File: config.mk
export PLATFORM = sky130hd
export DESIGN_NAME = serial_chunk_adder
export DESIGN_NICKNAME = d
export VERILOG_FILES = /design/src/rtl/serial_chunk_adder.sv
export SDC_FILE = /design/constraint.sdc
export NUM_CORES = 1
export LEC_CHECK = 0
export ABC_AREA = 1
export ABC_CLOCK_PERIOD_IN_PS = 3250
export CAP_MARGIN = 20
export CORE_ASPECT_RATIO = 1.75
export CORE_MARGIN = 1.5
export CORE_UTILIZATION = 56
export CTS_CLUSTER_SIZE = 8
export DETAILED_ROUTE_END_ITERATION = 7
export DONT_BUFFER_PORTS = 1
export GPL_ROUTABILITY_DRIVEN = 0
export HOLD_SLACK_MARGIN = 0.03
export PLACE_DENSITY = 0.74
export SLEW_MARGIN = 40
export SYNTH_ARGS = -nofsm -noshare
export SYNTH_HDL_FRONTEND = slang
export SYNTH_SLANG_ARGS = --single-unit
File: constraint.sdc
create_clock -name clk -period 3.25 [get_ports clk]
set_clock_uncertainty 0.2 [all_clocks]
set_input_delay 0.325 -clock clk [delete_from_list [all_inputs] [get_ports clk]]
set_output_delay 0.325 -clock clk [all_outputs]
set_load 0.1 [all_outputs]
File: src/rtl/serial_chunk_adder.sv
// Multi-cycle add/subtract unit: adds a WIDTH-bit operand pair CHUNK bits per clock through a
// CHUNK-wide full-adder ripple chain, carrying between chunks in a register.
module serial_chunk_adder #(
   parameter int unsigned WIDTH = 16,
   parameter int unsigned CHUNK = 4
) (
   input  logic             clk,
   input  logic             rst,
   input  logic             start,
   input  logic             sub,
   input  logic [WIDTH-1:0] a,
   input  logic [WIDTH-1:0] b,
   input  logic             ci,
   output logic             busy,
   output logic             done,
   output logic [WIDTH-1:0] sum,
   output logic             co,
   output logic             ovf
);

   localparam int unsigned N    = WIDTH / CHUNK;
   localparam int unsigned CntW = (N > 1) ? $clog2(N) : 1;

   typedef enum logic {StIdle, StRun} state_e;

   state_e           state_q, state_d;
   logic [CntW-1:0]  cnt_q, cnt_d;
   logic             cy_q, cy_d;
   logic [WIDTH-1:0] opa_q, opa_d;
   logic [WIDTH-1:0] opb_q, opb_d;
   logic [WIDTH-1:0] acc_q, acc_d;
   logic [WIDTH-1:0] sum_q, sum_d;
   logic             co_q, co_d;
   logic             ovf_q, ovf_d;
   logic             done_q, done_d;

   logic [CHUNK-1:0] x, y, s;
   logic             c_msb, c_out;

   always_comb begin
      x = '0;
      y = '0;
      for (int unsigned k = 0; k < N; k++) begin
         if (cnt_q == CntW'(k)) begin
            x = opa_q[k*CHUNK +: CHUNK];
            y = opb_q[k*CHUNK +: CHUNK];
         end
      end
   end

   // c_msb is the carry into the top cell; it only matters on the final chunk (overflow).
   always_comb begin : p_ripple
      logic c;
      s     = '0;
      c_msb = 1'b0;
      c     = cy_q;
      for (int unsigned i = 0; i < CHUNK; i++) begin
         if (i == CHUNK - 1) begin
            c_msb = c;
         end
         s[i] = x[i] ^ y[i] ^ c;
         c    = (x[i] & y[i]) | (c & (x[i] ^ y[i]));
      end
      c_out = c;
   end

   always_comb begin
      state_d = state_q;
      cnt_d   = cnt_q;
      cy_d    = cy_q;
      opa_d   = opa_q;
      opb_d   = opb_q;
      acc_d   = acc_q;
      sum_d   = sum_q;
      co_d    = co_q;
      ovf_d   = ovf_q;
      done_d  = 1'b0;
      unique case (state_q)
         StIdle: begin
            if (start) begin
               // Subtract as a + ~b + ~ci, so co reads as not-borrow.
               opa_d   = a;
               opb_d   = sub ? ~b : b;
               cy_d    = ci ^ sub;
               cnt_d   = '0;
               state_d = StRun;
            end
         end
         StRun: begin
            for (int unsigned k = 0; k < N; k++) begin
               if (cnt_q == CntW'(k)) begin
                  acc_d[k*CHUNK +: CHUNK] = s;
               end
            end
            cy_d = c_out;
            if (cnt_q == CntW'(N - 1)) begin
               state_d = StIdle;
               done_d  = 1'b1;
               sum_d   = acc_d;
               co_d    = c_out;
               ovf_d   = c_msb ^ c_out;
            end else begin
               cnt_d = cnt_q + CntW'(1);
            end
         end
         default: state_d = StIdle;
      endcase
   end

   always_ff @(posedge clk or posedge rst) begin
      if (rst) begin
         state_q <= StIdle;
         cnt_q   <= '0;
         cy_q    <= 1'b0;
         opa_q   <= '0;
         opb_q   <= '0;
         acc_q   <= '0;
         sum_q   <= '0;
         co_q    <= 1'b0;
         ovf_q   <= 1'b0;
         done_q  <= 1'b0;
      end else begin
         state_q <= state_d;
         cnt_q   <= cnt_d;
         cy_q    <= cy_d;
         opa_q   <= opa_d;
         opb_q   <= opb_d;
         acc_q   <= acc_d;
         sum_q   <= sum_d;
         co_q    <= co_d;
         ovf_q   <= ovf_d;
         done_q  <= done_d;
      end
   end

   assign busy = (state_q == StRun);
   assign done = done_q;
   assign sum  = sum_q;
   assign co   = co_q;
   assign ovf  = ovf_q;

endmodule

==> flow_summary_export.csv, run 1 <==
group,metric,value,unit
global_route,grt_use_total,29.0,%
sta,period_share,101,%
finish,n_fill_cell,415,
clock_network,cts_tree,"yes",
sta,clock.fmax,0.305,GHz
clock_network,path_clk_slew,0.07,ns
finish,mostFrequentLayoutCells,"nand2_1 (146), dlygate4sd3_1 (52), dfrtp_1 (48), o21ai_0 (33), inv_1 (21)",
run_status,status,"finished, violations left",
floorplan,placementRows,36,
setup_path,worstPathArrival,3.36,ns
setup_path,worstPathMaxFanout,5,
routing,post-route-drc-count,0,
setup_path,critPathMaxStageDelay,0.64,ns
clock_network,clock_sinks,67,
min_path,worstHoldPathType,"in2reg",
routing,firstDrtPassIters,4,
setup_path,cp_slowest_cell,"fa_2",
sta,rsz0062_at_grt,"true",
global_route,grt_pass1_vias,2741,
global_route,grt_pass1_wl,12.8,mm
finish,area_growth,32.1,%
setup_path,crit_chain,"inv_4 > ha_4 > a21oi_2 > nand2_2 > a21boi_2 > fa_2 > inv_2 > fa_2 > fa_2 > fa_2 > nand2_2 > o21ai_2 > nand2_1 > o21ai_1",
finish,final_common_cell,"nand2_1",
synth,mappedNetlistArea,3200,µm²
sta,finalSetupViolCount,4,
routing,vias,2823,
synth,syn_avg_cell_area,8.34,µm²
synth,ys_warn_count,0,
routing,routedWlPerCell,15.7,µm
global_route,antenna_found_initial,0,
clock_network,cts_buffers,9,
finish,multi_input_area,1400,µm²
floorplan,die_y,103,µm
floorplan,ios,57,
placed_design,placed_cells,458,
sta,hold_viol,0,
sta,whs,0.103,ns
floorplan,dieArea,6190,µm²
global_route,grt_overflow,0,
placed_design,port_buffers,0,
setup_path,path_class,"reg2reg",
setup_path,cp-end-kind,"flip-flop",
synth,ys_ff_latch,67,
floorplan,core,5540,µm²
placed_design,hpwlAfterDp,4.95,mm
routing,viasPerCell,5.33,
sta,timing.final.max_slew_violations,0,
clock_network,htree_levels,3,
synth,syn-num-nets,428,
routing,ant_nets,0,
synth,seq_area_frac_synth,52.5,%
sta,tightest_slew,0.857,ns
run,drv_cap,0,
global_route,grt_start_max_net_pins,45,
clock_network,cts-root-buf,"clkbuf_8",
setup_path,cp_top_family,"adder cells",
finish,utilization,76.2,%
setup_path,required,3.32,ns
setup_path,cp-start-kind,"flip-flop",
routing,drtIter0Drc,181,
finish,stdcell_count,530,
finish,drive_gt1_share,18.9,%
setup_path,cpMostUsedCell,"fa_2",
setup_path,path_buf_inv,2,
sta,setup_ws,-0.0330,ns
sta,setup_tns,-0.0775,ns
synth,syn_inst,383,
finish,antenna_cells,0,
floorplan,die_w,60.1,µm
finish,seqCellArea,1700,µm²
routing,wl,8.32,mm
run_status,violations,"setup timing",
sta,slew_headroom,42.9,%
clock_network,cts_max_path_buffers,2,
finish,fin_nets,494,
synth,yosysUniqueCellTypes,21,
clock_network,clkLatencyLatePin,0.35,ns
sta,min_period,3.28,ns
floorplan,start_util,57.7,%
per-stage QoR:
step / setup WS (ns) / area, µm²
after global placement: 0.0124 / 3330
final: -0.0330 / 4220
after detailed placement: -0.0774 / 3370
after CTS: 0.0320 / 4130
after global routing: -0.134 / 4220
after floorplan: 0.0142 / 3220
routing by layer:
layer | track usage, % | up-vias | part of all wire [%]
li1 | - | 1334 | -
met1 | 30.8 | 1353 | 36
met2 | 51.9 | 112 | 56
met3 | 6.15 | 24 | 4.2
met4 | 15.4 | 0 | 3.7
met5 | 0 | - | 0
Yosys cell counts (all sizes together):
library cell	count	area, µm²
clkbuf	2	7.51
ha	4	50.1
or2	2	12.5
a21boi	1	7.51
buf	17	92.6
inv	29	109
nand3	11	55.1
nand2	151	569
clkinv	1	5.00
nor2	8	32.5
xnor2	17	149
fa	4	80.1
o21ai	52	260
a21oi	17	88.8
dfrtp	67	1680
state kept, by name, summed over array words and instances (netlist names):
signal  count
acc_q      12
busy        1
cnt_q       2
co          1
cy_q        1
done        1
opa_q      16
opb_q      16
ovf         1
sum        16
final cells by class:
type,instances,area share [%]
timing repair buffer,74,16.9
clock buffer,15,4.42
tap,76,2.25
inverter,30,2.91
sequential,67,40.3
multi-input combinational,267,33.1
clock inverter,1,0.119
worst paths after layout:
kind	start	endpoint	slack (ns)	cells past startpoint
worst min register to register	opa_q[1]	opa_q[1]	0.28	2
min in group asynchronous	rst	opa_q[6]	0.29	2
worst max register to register	cnt_q[1]	acc_q[7]	-0.03	14
worst min-delay path	ci	cy_q	0.10	3
max in group asynchronous	rst	cnt_q[0]	1.98	3
worst max-delay path	cnt_q[1]	acc_q[7]	-0.03	14
tightest hold or removal path, cell delays in order:
cell,delay [ns]
or2_2,0.09
nand3_1,0.10
o21ai_0,0.10
cell families after synthesis:
group	after synthesis	synth area share, %
compound gates	70	11.2
xor+xnor	17	4.66
fa+ha+maj	8	4.07
buf+inv	49	6.70
flops	67	52.5
simple gates	172	20.9
timing repair:
| action | 4_1_cts | 5_1_grt |
|---|---|---|
| hold buffers | 52 | 0 |
| endpoints found under the hold margin | 69 | 0 |
| endpoints found under the setup margin | 7 | 7 |
| pin swaps | 1 | 6 |
| resized for setup | 11 | 17 |
| buffers inserted | 0 | 4 |
Power of run 1 is left out: the tool's default activity adds up to more than one toggle a clock period on the data nets, which glitch-free logic cannot reach.
==> run 2: changes to the inputs <==
Settings changed: CORE_UTILIZATION 56 to 41, PLACE_DENSITY 0.74 to not set.
==> run 2 against run 1 <==
  * The flow now finishes without violations
  * Utilization is 19 points lower
  * Die area is 35% higher
  * Clock-buffer cell count is 1 lower
  * Hold slack worse by 0.054 ns
  * Non-clock buffer count is 1 lower
  * First-iteration DRC count is 13% lower
  * Global-route usage is 9.0 points lower
  * Register-to-register slack better by 0.05 ns
  * Fmax is 1.5% higher
  * Flip-flop and latch count stayed put
  * Critical endpoint unchanged
  * Largest cell class unchanged
==> flow_summary_export.csv, run 2 (synthesis gave the netlist of run 1 again) <==
group,metric,value,unit
global_route,antenna_found_initial,0,
routing,route.top_layer_used,"met4",
floorplan,start_util,42.2,%
floorplan,die_y,120,µm
setup_path,r2r_end,"acc_q[7]",
routing,post-route-drc-count,0,
routing,wl,8.00,mm
sta,min_period,3.24,ns
setup_path,crit_chain,"inv_4 > ha_4 > a21oi_2 > nand2_1 > a21boi_2 > fa_2 > inv_2 > fa_2 > fa_2 > fa_2 > nand2_1 > o21ai_2 > nand2_1 > o21ai_0",
setup_path,crit_end,"acc_q[7]",
floorplan,die_w,69.7,µm
setup_path,crit_start,"cnt_q[1]",
setup_path,required,3.30,ns
routing,drtIter0Drc,158,
global_route,grt_use_total,20.0,%
finish,antenna_cells,0,
placed_design,port_buffers,0,
routing,firstDrtPassIters,4,
clock_network,cts_tree,"yes",
routing,met2WireLength,4.32,mm
setup_path,cp_top_family,"adder cells",
finish,drive_gt1_share,19.6,%
global_route,grt_pass1_vias,2611,
finish,final_common_cell,"nand2_1",
placed_design,place_ws,-0.0859,ns
routing,vias,2711,
setup_path,r2r_slack,0.01,ns
run,drv_cap,0,
setup_path,reg2regPathDepth,14,
global_route,grt_pass1_wl,12.7,mm
sta,finalSetupViolCount,0,
setup_path,reg2reg_from,"cnt_q[1]",
global_route,grt_overflow,0,
clock_network,cts_buffers,9,
sta,period_share,99.5,%
finish,fin_nets,493,
setup_path,worstPathMaxFanout,5,
routing,routedWlPerCell,14.8,µm
setup_path,path_class,"reg2reg",
setup_path,cpMostUsedCell,"fa_2",
routing,wl_met1,3.02,mm
min_path,worstHoldStart,"sub",
min_path,worstHoldPathType,"in2reg",
clock_network,cts-root-buf,"clkbuf_16",
finish,area_growth,34.3,%
floorplan,ios,57,
finish,mostFrequentLayoutCells,"nand2_1 (147), dlygate4sd3_1 (49), dfrtp_1 (47), o21ai_0 (33), buf_4 (23)",
clock_network,clkLatencyLatePin,0.33,ns
setup_path,critPathMaxStageDelay,0.64,ns
sta,rsz0062_at_grt,"true",
sta,setup_ws,0.0149,ns
setup_path,path_buf_inv,2,
floorplan,dieArea,8350,µm²
global_route,grt_start_max_net_pins,45,
routing,viasPerCell,5.01,
clock_network,clock_sinks,67,
clock_network,cts_max_path_buffers,2,
sta,slew_headroom,42.2,%
setup_path,cp_slowest_cell,"fa_2",
clock_network,htree_levels,3,
routing,wl_met3,375,µm
routing,ant_nets,0,
floorplan,core,7570,µm²
finish,n_fill_cell,716,
setup_path,worst-path-stages,14,
setup_path,worstPathArrival,3.29,ns
sta,clock.fmax,0.309,GHz
sta,timing.final.max_slew_violations,0,
sta,hold_viol,0,
setup_path,cp-start-kind,"flip-flop",
run_status,status,"finished, final reports clean",
placed_design,hpwlAfterDp,5.37,mm
floorplan,placementRows,42,
sta,tightest_slew,0.868,ns
setup_path,cp-end-kind,"flip-flop",
clock_network,path_clk_slew,0.05,ns
-- run 2: timing repair --
| item | 4_1_cts | 5_1_grt |
|---|---|---|
| endpoints found under the hold margin | 62 | 0 |
| setup endpoints to repair | 8 | 7 |
| buffers inserted | 0 | 2 |
| pin swaps | 0 | 6 |
| gates resized for setup | 5 | 23 |
| hold buffers | 49 | 0 |
-- run 2: through the flow --
stage | util, % | hold WS, ns | instance area, µm² | setup TNS (ns) | std cells
2_1_floorplan | - | 0.242 | 3220 | 0 | 383
3_3_place_gp | 44.6 | 0.248 | 3370 | 0 | 473
3_5_place_dp | 45.0 | 0.115 | 3400 | -0.307 | 474
4_1_cts | 55.3 | 0.0484 | 4180 | 0 | 539
5_1_grt | 56.7 | 0.0653 | 4290 | -0.538 | 541
6_report | 56.7 | 0.0487 | 4290 | 0 | 541
-- run 2: final cells by class --
cell class	count	area [µm²]	share of cell area (%)
timing repair buffer	73	683	15.9
clock buffer	14	264	6.15
tap	88	110	2.57
multi-input combinational	267	1400	32.6
clock inverter	2	10.0	0.233
sequential	67	1700	39.7
inverter	30	121	2.83
-- run 2: worst reg2reg max path: stages (launching register included) --
cell      delay [ns]
dfrtp_2         0.44
inv_4           0.07
ha_4            0.18
a21oi_2         0.13
nand2_1         0.07
a21boi_2        0.14
fa_2            0.21
inv_2           0.04
fa_2            0.34
fa_2            0.42
fa_2            0.64
nand2_1         0.08
o21ai_2         0.07
nand2_1         0.06
o21ai_0         0.08
-- run 2: how the worst min path moves through the flow --
| stage | endpoint | cells past startpoint |
|---|---|---|
| after floorplan | opa_q[12] | 2 |
| after detailed placement | sum[1] | 2 |
| after CTS | cy_q | 3 |
| final | cy_q | 3 |
| after global placement | opa_q[12] | 2 |
| after global routing | busy | 2 |
-- run 2: per-layer routing --
metal	vias up	global-route usage, %
li1	1323	-
met1	1300	21.3
met2	71	35.9
met3	17	5.46
met4	0	9.98
met5	-	0
Power of run 2 is left out for the same reason.
